`src/rtl/duoseg_pkg.sv`:
```
// Shared types and constants for the duo-segment display sequencer:
// FSM states, control register map, CTRL bit positions, the segment
// table and the decimal counting helper.
package duoseg_pkg;

   typedef enum logic [1:0] {
      IDLE,
      LOAD,
      WR_L,
      WR_R
   } state_t;

   localparam logic [1:0] REG_CTRL   = 2'd0;
   localparam logic [1:0] REG_VALUE  = 2'd1;
   localparam logic [1:0] REG_PERIOD = 2'd2;
   localparam logic [1:0] REG_STATUS = 2'd3;

   localparam int CTRL_RUN  = 0;
   localparam int CTRL_DOWN = 1;
   localparam int CTRL_BCD  = 2;

   // Lit-segment patterns g..a for digits 0..F; element 0 is the last entry.
   localparam logic [15:0][6:0] SEG_TABLE = {
      7'h71, 7'h79, 7'h5E, 7'h39, 7'h7C, 7'h77, 7'h6F, 7'h7F,
      7'h07, 7'h7D, 7'h6D, 7'h66, 7'h4F, 7'h5B, 7'h06, 7'h3F
   };

   // One decimal count step over four BCD digits. Digits above 9 are
   // clamped to 9 first so a corrupted value still counts sensibly.
   function automatic logic [15:0] bcdStep(input logic [15:0] value, input logic down);
      logic [3:0]  digit;
      logic        carry;
      logic [15:0] result;
      carry  = 1'b1;
      result = '0;
      for (int i = 0; i < 4; i++) begin
         digit = value[4*i +: 4];
         if (digit > 4'd9) digit = 4'd9;
         if (carry) begin
            if (down) begin
               if (digit == 4'd0) digit = 4'd9;
               else begin
                  digit = digit - 4'd1;
                  carry = 1'b0;
               end
            end else begin
               if (digit == 4'd9) digit = 4'd0;
               else begin
                  digit = digit + 4'd1;
                  carry = 1'b0;
               end
            end
         end
         result[4*i +: 4] = digit;
      end
      return result;
   endfunction

endpackage

```
`src/rtl/duoseg_seq_ctrl_if.sv`:
```
// Write-only Avalon-MM link between the sequencer and one duo-segment
// display slave.
interface duoseg_seq_ctrl_if;
   logic [1:0]  address;
   logic        write;
   logic [15:0] writedata;
   logic [1:0]  byteenable;
   logic        waitrequest;

   modport master (
      output address, write, writedata, byteenable,
      input  waitrequest
   );

   modport slave (
      input  address, write, writedata, byteenable,
      output waitrequest
   );
endinterface

```
`src/rtl/seg7_decode.sv`:
```
// Hex nibble to seven-segment pattern (g..a) with a blanking input and
// optional inversion for common-anode displays.
module seg7_decode
   import duoseg_pkg::*;
#(
   parameter bit ACTIVE_LOW = 1'b1
) (
   input  logic [3:0] nibble_i,
   input  logic       blank_i,
   output logic [6:0] seg_o
);
   logic [6:0] litPattern;

   // Look up the lit segments, then flip polarity for active-low panels.
   always_comb begin
      litPattern = blank_i ? 7'h00 : SEG_TABLE[nibble_i];
      seg_o      = ACTIVE_LOW ? ~litPattern : litPattern;
   end
endmodule

```
`src/rtl/duoseg_seq_ctrl.sv`:
```
// Display sequencer: CPU register block, millisecond timebase with a
// hex/BCD counter, and an FSM that pushes every value change to the
// left and right duo-segment slaves as two back-to-back writes.
module duoseg_seq_ctrl
   import duoseg_pkg::*;
#(
   parameter int         TICK_DIV       = 50000,
   parameter logic [1:0] DISP_ADDR      = 2'd0,
   parameter bit         SEG_ACTIVE_LOW = 1'b1
) (
   input  logic        csi_clk,
   input  logic        csi_reset_n,
   input  logic [1:0]  avs_s1_address,
   input  logic        avs_s1_read,
   input  logic        avs_s1_write,
   input  logic [15:0] avs_s1_writedata,
   input  logic [1:0]  avs_s1_byteenable,
   output logic [15:0] avs_s1_readdata,
   duoseg_seq_ctrl_if.master avm_l,
   duoseg_seq_ctrl_if.master avm_r
);
   localparam int            PW        = (TICK_DIV > 1) ? $clog2(TICK_DIV) : 1;
   localparam logic [PW-1:0] TICK_LAST = PW'(TICK_DIV - 1);

   state_t         state_q, state_d;
   logic [2:0]     ctrl_q, ctrl_d;
   logic [15:0]    value_q, value_d;
   logic [15:0]    period_q, period_d;
   logic [PW-1:0]  presc_q, presc_d;
   logic [15:0]    periodCnt_q, periodCnt_d;
   logic           dirty_q, dirty_d;
   logic [15:0]    readdata_q, readdata_d;
   logic [15:0]    snap_q, snap_d;
   logic           snapBcd_q, snapBcd_d;
   logic [15:0]    lData_q, lData_d;
   logic [15:0]    rData_q, rData_d;

   logic        ctrlWr, valueWr, periodWr;
   logic        tick, step, dirtyClr;
   logic [15:0] periodLast, stepValue;
   logic [6:0]  segs [4];

   // Register writes, readback, timebase and the count step.
   always_comb begin
      ctrlWr     = avs_s1_write && (avs_s1_address == REG_CTRL);
      valueWr    = avs_s1_write && (avs_s1_address == REG_VALUE);
      periodWr   = avs_s1_write && (avs_s1_address == REG_PERIOD);
      tick       = ctrl_q[CTRL_RUN] && (presc_q == TICK_LAST);
      periodLast = (period_q == 16'd0) ? 16'd0 : period_q - 16'd1;
      step       = tick && (periodCnt_q >= periodLast);

      if (ctrl_q[CTRL_BCD])       stepValue = bcdStep(value_q, ctrl_q[CTRL_DOWN]);
      else if (ctrl_q[CTRL_DOWN]) stepValue = value_q - 16'd1;
      else                        stepValue = value_q + 16'd1;

      ctrl_d = ctrl_q;
      if (ctrlWr && avs_s1_byteenable[0]) ctrl_d = avs_s1_writedata[2:0];

      value_d = value_q;
      if (valueWr) begin
         if (avs_s1_byteenable[0]) value_d[7:0]  = avs_s1_writedata[7:0];
         if (avs_s1_byteenable[1]) value_d[15:8] = avs_s1_writedata[15:8];
      end else if (step) begin
         value_d = stepValue;
      end

      period_d = period_q;
      if (periodWr) begin
         if (avs_s1_byteenable[0]) period_d[7:0]  = avs_s1_writedata[7:0];
         if (avs_s1_byteenable[1]) period_d[15:8] = avs_s1_writedata[15:8];
      end

      if (!ctrl_q[CTRL_RUN]) begin
         presc_d     = '0;
         periodCnt_d = '0;
      end else if (tick) begin
         presc_d     = '0;
         periodCnt_d = step ? 16'd0 : periodCnt_q + 16'd1;
      end else begin
         presc_d     = presc_q + PW'(1);
         periodCnt_d = periodCnt_q;
      end

      readdata_d = readdata_q;
      if (avs_s1_read) begin
         case (avs_s1_address)
            REG_CTRL:   readdata_d = {13'd0, ctrl_q};
            REG_VALUE:  readdata_d = value_q;
            REG_PERIOD: readdata_d = period_q;
            default:    readdata_d = {14'd0, dirty_q, (state_q != IDLE)};
         endcase
      end
   end

   // Four nibble decoders work from the snapshot taken when leaving IDLE.
   for (genvar i = 0; i < 4; i++) begin : g_seg
      seg7_decode #(.ACTIVE_LOW(SEG_ACTIVE_LOW)) u_seg (
         .nibble_i (snap_q[4*i +: 4]),
         .blank_i  (snapBcd_q && (snap_q[4*i +: 4] > 4'd9)),
         .seg_o    (segs[i])
      );
   end

   // Transaction sequencing; a dirty set in the clearing cycle survives.
   always_comb begin
      state_d   = state_q;
      dirtyClr  = 1'b0;
      snap_d    = snap_q;
      snapBcd_d = snapBcd_q;
      lData_d   = lData_q;
      rData_d   = rData_q;
      case (state_q)
         IDLE: if (dirty_q) begin
            state_d   = LOAD;
            dirtyClr  = 1'b1;
            snap_d    = value_q;
            snapBcd_d = ctrl_q[CTRL_BCD];
         end
         LOAD: begin
            state_d = WR_L;
            lData_d = {1'b0, segs[3], 1'b0, segs[2]};
            rData_d = {1'b0, segs[1], 1'b0, segs[0]};
         end
         WR_L: if (!avm_l.waitrequest) state_d = WR_R;
         WR_R: if (!avm_r.waitrequest) state_d = IDLE;
         default: state_d = IDLE;
      endcase
      dirty_d = (dirty_q && !dirtyClr) || valueWr || step || ctrlWr;
   end

   // State and register update; reset leaves dirty set so a blank push follows.
   always_ff @(posedge csi_clk) begin
      if (!csi_reset_n) begin
         state_q     <= IDLE;
         ctrl_q      <= '0;
         value_q     <= '0;
         period_q    <= '0;
         presc_q     <= '0;
         periodCnt_q <= '0;
         dirty_q     <= 1'b1;
         readdata_q  <= '0;
         snap_q      <= '0;
         snapBcd_q   <= 1'b0;
         lData_q     <= '0;
         rData_q     <= '0;
      end else begin
         state_q     <= state_d;
         ctrl_q      <= ctrl_d;
         value_q     <= value_d;
         period_q    <= period_d;
         presc_q     <= presc_d;
         periodCnt_q <= periodCnt_d;
         dirty_q     <= dirty_d;
         readdata_q  <= readdata_d;
         snap_q      <= snap_d;
         snapBcd_q   <= snapBcd_d;
         lData_q     <= lData_d;
         rData_q     <= rData_d;
      end
   end

   assign avs_s1_readdata  = readdata_q;
   assign avm_l.address    = DISP_ADDR;
   assign avm_l.byteenable = 2'b11;
   assign avm_l.write      = (state_q == WR_L);
   assign avm_l.writedata  = lData_q;
   assign avm_r.address    = DISP_ADDR;
   assign avm_r.byteenable = 2'b11;
   assign avm_r.write      = (state_q == WR_R);
   assign avm_r.writedata  = rData_q;
endmodule

```
`src/flat_wrapper.sv`:
```
// flat-port wrapper written by rule: the top's interface ports become plain ports
module duoseg_seq_ctrl_flat import duoseg_pkg::*;
#(
   parameter int         TICK_DIV       = 50000,
   parameter logic [1:0] DISP_ADDR      = 2'd0,
   parameter bit         SEG_ACTIVE_LOW = 1'b1
)
  (csi_clk, csi_reset_n, avs_s1_address, avs_s1_read, avs_s1_write, avs_s1_writedata, avs_s1_byteenable, avs_s1_readdata, avm_l_address, avm_l_write, avm_l_writedata, avm_l_byteenable, avm_l_waitrequest, avm_r_address, avm_r_write, avm_r_writedata, avm_r_byteenable, avm_r_waitrequest);
  duoseg_seq_ctrl_if avm_l_i ();
  duoseg_seq_ctrl_if avm_r_i ();
  input  logic csi_clk;
  input  logic csi_reset_n;
  input  logic [1:0] avs_s1_address;
  input  logic avs_s1_read;
  input  logic avs_s1_write;
  input  logic [15:0] avs_s1_writedata;
  input  logic [1:0] avs_s1_byteenable;
  output logic [15:0] avs_s1_readdata;
  output wire logic [$bits(avm_l_i.address)-1:0] avm_l_address;
  output wire logic [$bits(avm_l_i.write)-1:0] avm_l_write;
  output wire logic [$bits(avm_l_i.writedata)-1:0] avm_l_writedata;
  output wire logic [$bits(avm_l_i.byteenable)-1:0] avm_l_byteenable;
  input wire logic [$bits(avm_l_i.waitrequest)-1:0] avm_l_waitrequest;
  output wire logic [$bits(avm_r_i.address)-1:0] avm_r_address;
  output wire logic [$bits(avm_r_i.write)-1:0] avm_r_write;
  output wire logic [$bits(avm_r_i.writedata)-1:0] avm_r_writedata;
  output wire logic [$bits(avm_r_i.byteenable)-1:0] avm_r_byteenable;
  input wire logic [$bits(avm_r_i.waitrequest)-1:0] avm_r_waitrequest;
  assign avm_l_address = avm_l_i.address;
  assign avm_l_write = avm_l_i.write;
  assign avm_l_writedata = avm_l_i.writedata;
  assign avm_l_byteenable = avm_l_i.byteenable;
  assign avm_l_i.waitrequest = avm_l_waitrequest;
  assign avm_r_address = avm_r_i.address;
  assign avm_r_write = avm_r_i.write;
  assign avm_r_writedata = avm_r_i.writedata;
  assign avm_r_byteenable = avm_r_i.byteenable;
  assign avm_r_i.waitrequest = avm_r_waitrequest;
  duoseg_seq_ctrl #(.TICK_DIV(TICK_DIV), .DISP_ADDR(DISP_ADDR), .SEG_ACTIVE_LOW(SEG_ACTIVE_LOW)) u_core (.csi_clk(csi_clk), .csi_reset_n(csi_reset_n), .avs_s1_address(avs_s1_address), .avs_s1_read(avs_s1_read), .avs_s1_write(avs_s1_write), .avs_s1_writedata(avs_s1_writedata), .avs_s1_byteenable(avs_s1_byteenable), .avs_s1_readdata(avs_s1_readdata), .avm_l(avm_l_i), .avm_r(avm_r_i));
endmodule
```
`config.mk`:
```
export PLATFORM = sky130hd
export DESIGN_NAME = duoseg_seq_ctrl_flat
export DESIGN_NICKNAME = d
export VERILOG_FILES = /design/src/rtl/duoseg_pkg.sv /design/src/rtl/duoseg_seq_ctrl_if.sv /design/src/rtl/seg7_decode.sv /design/src/rtl/duoseg_seq_ctrl.sv /design/src/flat_wrapper.sv
export SDC_FILE = /design/constraint.sdc
export NUM_CORES = 1
export LEC_CHECK = 0
export ABC_AREA = 0
export CORE_ASPECT_RATIO = 1.5
export CORE_MARGIN = 3
export CORE_UTILIZATION = 45
export CTS_CLUSTER_DIAMETER = 120
export DETAILED_ROUTE_END_ITERATION = 10
export REMOVE_ABC_BUFFERS = 1
export SYNTH_ARGS = -nofsm -noshare
export SYNTH_HDL_FRONTEND = slang
export SYNTH_SLANG_ARGS = --single-unit
```
`constraint.sdc`:
```
create_clock -name csi_clk -period 11.93 [get_ports csi_clk]
set_input_delay 2.9825 -clock csi_clk [delete_from_list [all_inputs] [get_ports csi_clk]]
set_output_delay 2.9825 -clock csi_clk [all_outputs]
set_load 0.03 [all_outputs]
```
Yosys cells after proc, flatten, opt, wreduce, memory -nomap -nowiden
Memory sizes are Yosys's and may differ from the RTL's. A register that Yosys moved wholly into a read port is not among the register bits.
Cells that the tools add are included.
{"block": "classes", "bitwise_logic": 6, "eq_ne": 15, "n_mux": 68, "add_sub_neg": 13, "reduce_logical": 32, "magnitude_cmp": 13}
{"operator": "4-bit two-way mux", "n": 31}
{"operator": "16-bit two-way mux", "n": 6}
{"operator": "7-bit two-way mux", "n": 8}
{"operator": "16-bit by 1-bit adder with 16-bit output (second input constant)", "n": 3}
{"operator": "16-bit case mux with 3 select lines", "n": 1}
{"operator": "4-bit greater-than comparator (second input constant)", "n": 8}
{"operator": "16-bit by 1-bit subtractor with 16-bit output (second input constant)", "n": 2}
{"operator": "7-bit inverter", "n": 4}
{"operator": "4-bit by 5-bit < comparator with 1-bit output (second input constant)", "n": 4}
{"operator": "4-bit by 1-bit adder with 4-bit output (second input constant)", "n": 4}
{"operator": "16-bit == test (second input constant)", "n": 1}
{"operator": "4-bit == test (second input constant)", "n": 4}
{"operator": "16-bit >= comparator", "n": 1}
{"operator": "16-bit zero test", "n": 1}
{"operator": "4-bit zero test", "n": 4}
{"operator": "1-bit two-way mux", "n": 16}
{"operator": "8-bit two-way mux", "n": 2}
{"operator": "4-bit by 1-bit subtractor with 4-bit output (second input constant)", "n": 4}
{"operator": "2-bit AND reduction", "n": 6}
{"operator": "1-bit logical AND", "n": 11}
{"operator": "2-bit != test (second input constant)", "n": 4}
{"operator": "2-bit case mux with 4 select lines", "n": 1}
{"operator": "2-bit == test (second input constant)", "n": 3}
{"operator": "2-bit two-way mux", "n": 3}
{"operator": "9 further kinds", "n": 15}
{"block": "totals", "memories": 4, "output_inout_bits": 58, "register_bits": 131, "mem_bits_ro": 448, "elab_cells": 165}
{"memory": "(name not given)", "words": 16, "word_bits": 7, "rd": 1, "rd_clocked_by_memory_dff": 1, "write_ports": 0, "line": "seg7_decode.sv:16", "source": "litPattern = blank_i ? 7'h00 : SEG_TABLE[nibble_i];"}
{"memory": "(name not given)", "words": 16, "word_bits": 7, "rd": 1, "rd_clocked_by_memory_dff": 1, "write_ports": 0, "line": "seg7_decode.sv:16"}
{"memory": "(name not given)", "words": 16, "word_bits": 7, "rd": 1, "rd_clocked_by_memory_dff": 1, "write_ports": 0, "line": "seg7_decode.sv:16"}
{"memory": "(name not given)", "words": 16, "word_bits": 7, "rd": 1, "rd_clocked_by_memory_dff": 1, "write_ports": 0, "line": "seg7_decode.sv:16"}

Depth between registers and ports, before layout
Gate-level depths: netlist (run 1).
{"block": "logic_depth", "word_depth": 15, "depth_mapped": 16, "mapped_depth_nobuf": 14}

Hierarchy
A second synthesis (run 1) with hierarchy kept.
{"block": "unflattened", "cells_unflattened": 1088, "area_unflattened_um2": 8727.1}
{"mod": "duoseg_seq_ctrl", "cells_per_inst": 956, "area_per_inst_um2": 7676.1, "seq_area_each_um2": 2622.5, "instances": 1}
{"mod": "seg7_decode (u_core.g_seg[2].u_seg ...)", "cells_per_inst": 33, "area_per_inst_um2": 264.0, "seq_area_each_um2": 0.0, "instances": 2}
{"mod": "seg7_decode (u_core.g_seg[0].u_seg ...)", "cells_per_inst": 33, "area_per_inst_um2": 261.5, "seq_area_each_um2": 0.0, "instances": 2}

Worst setup path after synthesis (run 1)
Ideal clock, no wire load.
{"block": "synth_timing", "path_type": "input port to flip-flop", "from": "in avs_s1_address[1]", "to": "reg u_core.value_q[0]", "t_arrival_ps": 5040, "slack_ps": 6757, "n_path_buf": 3, "path_stages": 10, "required_time_ps": 11796, "setup_ps": 134, "path_cell_list": "clkbuf_1 -> nor2b_1 -> and2_1 -> clkbuf_1 -> or4_4 -> o31ai_4 -> a21oi_2 -> buf_2 -> a211oi_1 -> a211oi_1"}
{"block": "synth_between", "elab_chain_cells": 4}
{"element": "from (decl)", "line": "flat_wrapper.sv:13", "source": "input logic [1:0] avs_s1_address;"}
{"element": "2-bit by 1-bit == test with 1-bit output (*)", "line": "duoseg_seq_ctrl.sv:46", "source": "valueWr = avs_s1_write && (avs_s1_address == REG_VALUE);"}
{"element": "1-bit logical AND (*)", "line": "duoseg_seq_ctrl.sv:46"}
{"element": "2-bit != test (no source line) or 2-bit nonzero test (tied branches)"}
{"element": "2-bit AND reduction (no source line)"}
{"element": "to (signal assigned)", "line": "duoseg_seq_ctrl.sv:149", "source": "value_q <= value_d;"}
{"element": "to (decl)", "line": "duoseg_seq_ctrl.sv:27", "source": "logic [15:0] value_q, value_d;"}
Every way passes the cells marked *; elsewhere a longest branch is shown, timed or not.
A chain may end at the register's enable or synchronous reset.

Final worst setup path (run 1)
{"block": "layout_timing", "from": "in avs_s1_address[0]", "to": "reg u_core.value_q[7]"}
The elaborated chain is that of the path after synthesis.

==> impl_metrics.json, run 1 <==
{
  "status": "completed",
  "cts_hold_buf": 0,
  "ios": 84,
  "relSlewSlack_pct": 25.2,
  "layout-drive-gt1-share_pct": 4.48,
  "routed_via_density": 5.65,
  "synth_ff_type": "dfxtp_1",
  "power_per_cell_area_nw_per_um2": 147,
  "synth_area_leaders": "dfxtp_1, ha_1, a21oi_1",
  "synth_top_family_by_area": "compound AO/OA/AOI/OAI gates",
  "drtIter0Drc": 482,
  "yosysMostFrequentCell": "dfxtp_1",
  "cts_setup_buffers": 0,
  "rsz0062_at_grt": "no",
  "fin_skew_ns": 0.00987,
  "routed_wl_mm": 25.3,
  "cts_max_path_buffers": 2,
  "synth_edf_count": 0,
  "drt_first_pass_iters": 5,
  "dieArea_um2": 22400,
  "crit_path_start_kind": "input pin",
  "wl_met1_mm": 10.4,
  "finalHoldViolCount": 0,
  "leakagePower_nw": 3.93,
  "tns_ns": 0,
  "synth_top_area_share_pct": 34.3,
  "via_count": 8281,
  "cp.arrival_ns": 6.40,
  "synth_common_cells": "dfxtp_1, nand2_1, a21oi_1, nor2_1, ha_1",
  "min_period_ns": 6.05,
  "cts_resized": 0,
  "die_w_um": 123,
  "grt_antenna_before_repair": 0,
  "wl_met3_um": 937,
  "endpoint_kind": "flop",
  "start_util_pct": 46.4,
  "insertion_delay_ns": 0.44,
  "maxSlewViolCount": 0,
  "routedWlPerCell_um": 17.2,
  "peakVddDrop_v": 0.0000949,
  "synth_fa_ha_area_share_pct": 9.24,
  "synthMuxAreaShare_pct": 2.32,
  "async_reset_ff_share_pct": 0,
  "synth_top_area_cell": "dfxtp_1",
  "cts-root-buf": "clkbuf_16",
  "htreeDepth": 4,
  "synth_seq_area_share_pct": 34.3,
  "fmax_mhz": 165,
  "antenna_cells_inserted": 0,
  "wl_met2_mm": 13.3,
  "syn_avg_cell_area_um2": 7.96,
  "place_hpwl_mm": 18.5,
  "core_area_um2": 20000,
  "drc": 0,
  "final_util_pct": 53.0,
  "synthXorXnorAreaFrac_pct": 5.47,
  "worstMarginPinSlew_ns": 1.12,
  "n_fill_cell": 1980,
  "crit_type": "input pin to flop",
  "fp.dieH_um": 182,
  "groute.usage.overall_pct": 23.1,
  "required_ns": 12.28,
  "numCtsBuffers": 17,
  "synth_compound_area_share_pct": 22.1,
  "nNetsFinal": 1288,
  "min-delay-path-class": "flop to flop",
  "gp_congestion": 0.910,
  "synth-simple-area-share_pct": 20.9,
  "synth_warnings": 0,
  "ant_nets": 0,
  "port_buffers": 71,
  "grt_pass1_vias": 8230,
  "clk_pin_slew_worst_paths_ns": 0.07,
  "finalCritPeriodShare_pct": 50.7,
  "grt_pass1_wl_mm": 41.5,
  "synthDistinctLibCells": 71,
  "clock_sinks": 159,
  "path_max_fanout": 17,
  "synth_seq_cells": 159,
  "top_layer": "met4",
  "cap_violations": 0,
  "globalRouteOverflowTotal": 0,
  "grt_max_degree": 48,
  "num_rows": 63,
  "syn_to_final_growth_pct": 14.3,
  "synthCells": 1166,
  "setup_viol": 0,
  "syn_area_um2": 9290,
  "cts_tree": "built"
}
==> final cells by class <==
cell class                      count  area (µm²)  area share (%)
Tap cell                          260         325            3.06
Multi-Input combinational cell    890        5620            52.9
Clock buffer                       17         425            4.01
Inverter                           48         180            1.70
Sequential cell                   159        3180            30.0
Timing Repair Buffer               78         763            7.19
Clock inverter                     14         123            1.15
==> kinds of logic (layout without fill, tap and decap cells) <==
logic type,Yosys count,in the layout
compound gates,324,324
xor+xnor,58,58
fa+ha+maj,68,68
buf+inv,127,157
flops,159,159
mux,19,19
other cells,2,12
simple gates,409,409
==> metal layers <==
layer | vias up | global-route usage [%]
met2 | 197 | 41.7
met3 | 40 | 3.58
met5 | - | 0
met1 | 3867 | 27.1
li1 | 4177 | -
met4 | 0 | 8.16
==> placed cells by master (no fill, tap or decap), types with 19 or more instances in the layout <==
cell and instances:
a211oi_1 32, a21oi_1 115, and2_1 19, clkdlybuf4s50_1 71, dfxtp_1 159, ha_1 67, inv_1 47, nand2_1 127
nand3_1 38, nor2_1 110, nor3_1 33, o21ai_0 64, xnor2_1 31, xor2_1 27
==> power breakdown <==
| group | leakage, nW | internal, mW | switching [mW] |
|---|---|---|---|
| clock | 0.263 | 0.272 | 0.248 |
| sequential | 1.29 | 0.583 | 0.0301 |
| combinational | 2.37 | 0.154 | 0.272 |
| total | 3.93 | 1.01 | 0.551 |
==> path summary, 6_finish.rpt <==
kind	startpoint	to	slack, ns	cells after the start
setup / recovery	avs_s1_address[0]	u_core.value_q[7]	5.88	8
hold reg to reg	flop	u_core.avm_r.writedata[13]	0.40	1
hold / removal	flop	u_core.avm_r.writedata[13]	0.40	1
setup reg to reg	u_core.period_q[7]	u_core.periodCnt_q[1]	6.43	13
==> critical path, stage by stage <==
cell             delay (ns)
clkdlybuf4s50_1        0.60
nor2b_1                0.82
and2_1                 0.67
or4b_2                 0.28
o31ai_4                0.11
a21oi_2                0.52
a2111oi_0              0.16
a211oi_1               0.23
==> through the flow <==
step	area, µm²	setup slack [ns]	std cells	total power, mW	hold WS [ns]
4_1_cts	10600	5.89	1466	1.58	0.402
3_3_place_gp	10100	5.57	1435	1.05	0.389
2_1_floorplan	8980	6.47	1097	0.886	0.382
6_report	10600	5.88	1466	1.56	0.399
5_1_grt	10600	5.52	1466	1.64	0.407
3_5_place_dp	10100	5.45	1435	1.05	0.392
Power figures use the tool's default switching activity.
==> inputs of run 2 (changes only) <==
- PLACE_DENSITY: unset -> 0.67
- clock period: 11.93 -> 5.1 ns (I/O delays scaled with it)
==> impl_metrics.json, run 2 (synthesized netlist as in run 1, its figures left out) <==
{
  "status": "completed",
  "die_w_um": 123,
  "start_util_pct": 46.4,
  "grt_max_degree": 48,
  "cts_setup_buffers": 0,
  "use_met2_pct": 41.3,
  "place_area_um2": 10100,
  "routed_wl_mm": 25.1,
  "grt_antenna_before_repair": 0,
  "drtIter0Drc": 508,
  "finalCritPeriodShare_pct": 86.5,
  "globalRouteOverflowTotal": 0,
  "via_count": 8384,
  "final_common_cell": "dfxtp_1",
  "nNetsFinal": 1293,
  "gp_congestion": 0.866,
  "peakVddDrop_v": 0.000253,
  "htreeDepth": 4,
  "groute.usage.overall_pct": 22.7,
  "fin_area_um2": 10700,
  "min-delay-path-class": "flop to flop",
  "hold_ws_ns": 0.398,
  "globalRouteMet3Util_pct": 3.80,
  "tns_ns": 0,
  "grt_pass1_wl_mm": 40.5,
  "leakagePower_nw": 3.96,
  "numCtsBuffers": 17,
  "required_ns": 5.45,
  "drc": 0,
  "clock_sinks": 159,
  "path_max_fanout": 16,
  "cts_resized": 0,
  "fin_ws_ns": 0.690,
  "grt_pass1_vias": 8054,
  "cap_violations": 0,
  "final_util_pct": 53.3,
  "drt_first_pass_iters": 5,
  "syn_to_final_growth_pct": 14.9,
  "cts-root-buf": "clkbuf_16",
  "finalHoldViolCount": 0,
  "cp.arrival_ns": 4.76,
  "routedWlPerCell_um": 17.1,
  "power_per_cell_area_nw_per_um2": 343,
  "place_inst": 1440,
  "cts_max_path_buffers": 2,
  "ant_nets": 0,
  "worstMarginPinSlew_ns": 1.17,
  "core_area_um2": 20000,
  "cts_hold_buf": 0,
  "dieArea_um2": 22400,
  "final_cells": 1471,
  "rsz0062_at_grt": "no",
  "setup_viol": 0,
  "grt-busiest-layer": "met2",
  "fmax_mhz": 227,
  "layout_common_cells": "dfxtp_1, nand2_1, a21oi_1, nor2_1, clkdlybuf4s50_1",
  "ios": 84,
  "fp.dieH_um": 182,
  "crit_type": "flop to flop",
  "crit_path_start_kind": "flop",
  "relSlewSlack_pct": 22.0,
  "num_rows": 63,
  "antenna_cells_inserted": 0,
  "met1_usage_pct": 25.0,
  "routed_via_density": 5.70,
  "maxSlewViolCount": 0,
  "n_fill_cell": 1921,
  "min_period_ns": 4.41,
  "place_hpwl_mm": 18.7,
  "place_ws_ns": 0.722,
  "insertion_delay_ns": 0.44,
  "cts_tree": "built",
  "fin_skew_ns": 0.0124,
  "endpoint_kind": "flop",
  "clk_pin_slew_worst_paths_ns": 0.07,
  "power_mw": 3.66,
  "port_buffers": 71,
  "layout-drive-gt1-share_pct": 4.71
}
[run 2: area by class of cell]
class                   count  area [µm²]  area share (%)
multi-input cells         890        5620            52.6
flip-flops and latches    159        3180            29.8
repair buffers             83         801            7.50
clock buffers              21         460            4.32
well taps                 260         325            3.05
inverters                  48         180            1.69
clock inverters            10         104           0.973
[run 2: final timing paths]
| check | slack [ns] | to | start | cells after the start |
|---|---|---|---|---|
| max | 0.69 | u_core.value_q[7] | u_core.period_q[7] | 14 |
| min | 0.40 | u_core.avm_l.writedata[12] | flop | 1 |
| max reg2reg | 0.69 | u_core.value_q[7] | u_core.period_q[7] | 14 |
| min reg2reg | 0.40 | u_core.avm_l.writedata[12] | flop | 1 |
[run 2: critical path, cell delays in order (launching register included)]
cell and delay, ns:
dfxtp_1 0.37, or4_1 0.61, nor4_1 0.26, nor2b_1 0.21, nand4_1 0.26, nand2_1 0.15
ha_1 0.26, a2111oi_0 0.42, o21ai_0 0.15, a2111oi_1 0.38, buf_4 0.22, o31ai_4 0.12
a21oi_2 0.51, a2111oi_0 0.16, a211oi_1 0.24
[run 2: layer usage]
metal | share of wire [%] | vias up | routed length (µm)
met2 | 53 | 222 | 13300
met1 | 39 | 3920 | 9730
li1 | - | 4184 | -
met3 | 4.2 | 58 | 1060
met4 | 4.1 | 0 | 1040
met5 | 0 | - | 0
[run 2: power breakdown]
part           internal [mW]  total, mW  leakage (nW)  switching, mW
sequential              1.36       1.45          1.29         0.0840
combinational          0.362      0.990          2.40          0.628
clock                  0.701       1.23         0.268          0.526
total                   2.43       3.66          3.96           1.24
==> patch (flow settings as in run 1) <==
The 4 states of `state_t` get a one-hot encoding in 4 bits.
--- a/src/rtl/duoseg_pkg.sv
+++ b/src/rtl/duoseg_pkg.sv
@@ -3,11 +3,11 @@
 // table and the decimal counting helper.
 package duoseg_pkg;
 
-   typedef enum logic [1:0] {
-      IDLE,
-      LOAD,
-      WR_L,
-      WR_R
+   typedef enum logic [3:0] {
+      IDLE = 4'b0001,
+      LOAD = 4'b0010,
+      WR_L = 4'b0100,
+      WR_R = 4'b1000
    } state_t;
 
    localparam logic [1:0] REG_CTRL   = 2'd0;
Behaviour: no difference found for any inputs over 4 cycles, from zero or initial values and one cycle with csi_reset_n low; so few cycles prove little.
==> patch against run 1 <==
  * Wire length decreased by 6.7%
  * Count of clock-buffer cells in the layout increased by 2
  * Combinational power decreased by 32%
  * Sequential cell count increased by 2
  * Cell area increased by 0.55%
  * Power decreased by 7.6%
  * Synthesized area about the same
  * Worst setup slack improved by 610 ps
==> patch: results <==
group,metric,value,unit
synth,ys_types,76,
status,status,"finished clean",
timing,clock_skew,13.1,ps
layout,antennaDiodeCount,0,
place,post-place-ws,6080,ps
layout,nets,1276,
min_path,hold_class,"flip-flop to flip-flop",
timing,relSlewSlack,29.8,%
synth,netlist_top_cells_area,"dfxtp_1 (35%), ha_1 (8.3%), a21oi_1 (6.1%)",
grt,grt_pass1_wl,39200,µm
setup_path,critical_path.max_fanout,19,
clock_tree,cts_buffers,17,
routing,drt-total-wl,23600,µm
setup_path,crit_arrival,5790,ps
setup_path,critical_path.max_stage_delay,650,ps
synth,seq_area_frac_synth,34.7,%
grt,grt_pass1_vias,7860,
clock_tree,clk_path_buf_depth,2,
synth,synth-main-ff-cell,"dfxtp_1",
place,place_hpwl,17300,µm
grt,grtUsageTotal,21.7,%
min_path,hold_path_depth,1,
routing,vias_per_cell,5.52,
power,peakVddDrop,0.0000912,V
synth,async_reset_ff_share,0,%
clock_tree,clkLatencyLatePin,430,ps
layout,drive_gt1_share,5.33,%
place,routabilityCongestion,0.874,
routing,vias,8052,
clock_tree,clk_pin_slew_worst_paths,70,ps
place,place_inst,1428,
setup_path,cp_slowest_cell,"clkdlybuf4s50_1",
clock_tree,cts_resized,0,
routing,drt-initial-drc-count,582,
synth,synth_common_cells,"dfxtp_1 (161), nand2_1 (130), nor2_1 (125)",
power,p_leak,4.02,nW
synth,postSynthCellCount,1158,
grt,grt_start_max_net_pins,57,
setup_path,crit_family,"simple AND/OR/NAND/NOR gates",
-- patch: routing by layer --
metal / GRT usage [%] / vias up / part of all wire (%)
li1: - / 4123 / -
met5: 0 / - / 0
met2: 38.9 / 138 / 52
met3: 3.52 / 28 / 3.1
met1: 25.7 / 3763 / 42
met4: 7.58 / 0 / 2.1
-- patch: final cells by class --
class / count / area, µm²
fill: 1956 / 9350
clock inverter: 13 / 146
tap: 260 / 325
inverter: 48 / 180
multi-input combinational: 880 / 5580
timing repair buffer: 79 / 766
sequential: 161 / 3220
clock buffer: 19 / 453
-- patch: cells by family after synthesis --
kind of cell	synth area share, %
and+or+nand+nor	21.7
AOI/OAI and AO/OA	19.8
DFF	34.7
buffers and inverters	5.74
adders and majority gates	8.56
xor gates and xnor gates	5.84
muxes	3.53
other	0.0808
-- patch: stage by stage --
step	area [µm²]	utilization, %
2_1_floorplan	8980	-
3_3_place_gp	10100	50.3
3_5_place_dp	10100	50.3
4_1_cts	10700	53.3
5_1_grt	10700	53.3
6_report	10700	53.3
-- patch: worst paths after layout --
kind                      start                   endpoint  slack, ps
max reg2reg  u_core.period_q[7]          u_core.value_q[5]       7440
min                   flip-flop  u_core.avm_l.writedata[3]        400
max           avs_s1_address[1]          u_core.value_q[5]       6490
min reg2reg           flip-flop  u_core.avm_l.writedata[3]        400
-- patch: power breakdown --
group | internal [mW] | switching (mW) | total [mW] | leakage (nW)
Combinational | 0.113 | 0.177 | 0.290 | 2.42
Sequential | 0.572 | 0.0276 | 0.599 | 1.30
Clock | 0.306 | 0.246 | 0.552 | 0.288
Total | 0.992 | 0.450 | 1.44 | 4.02
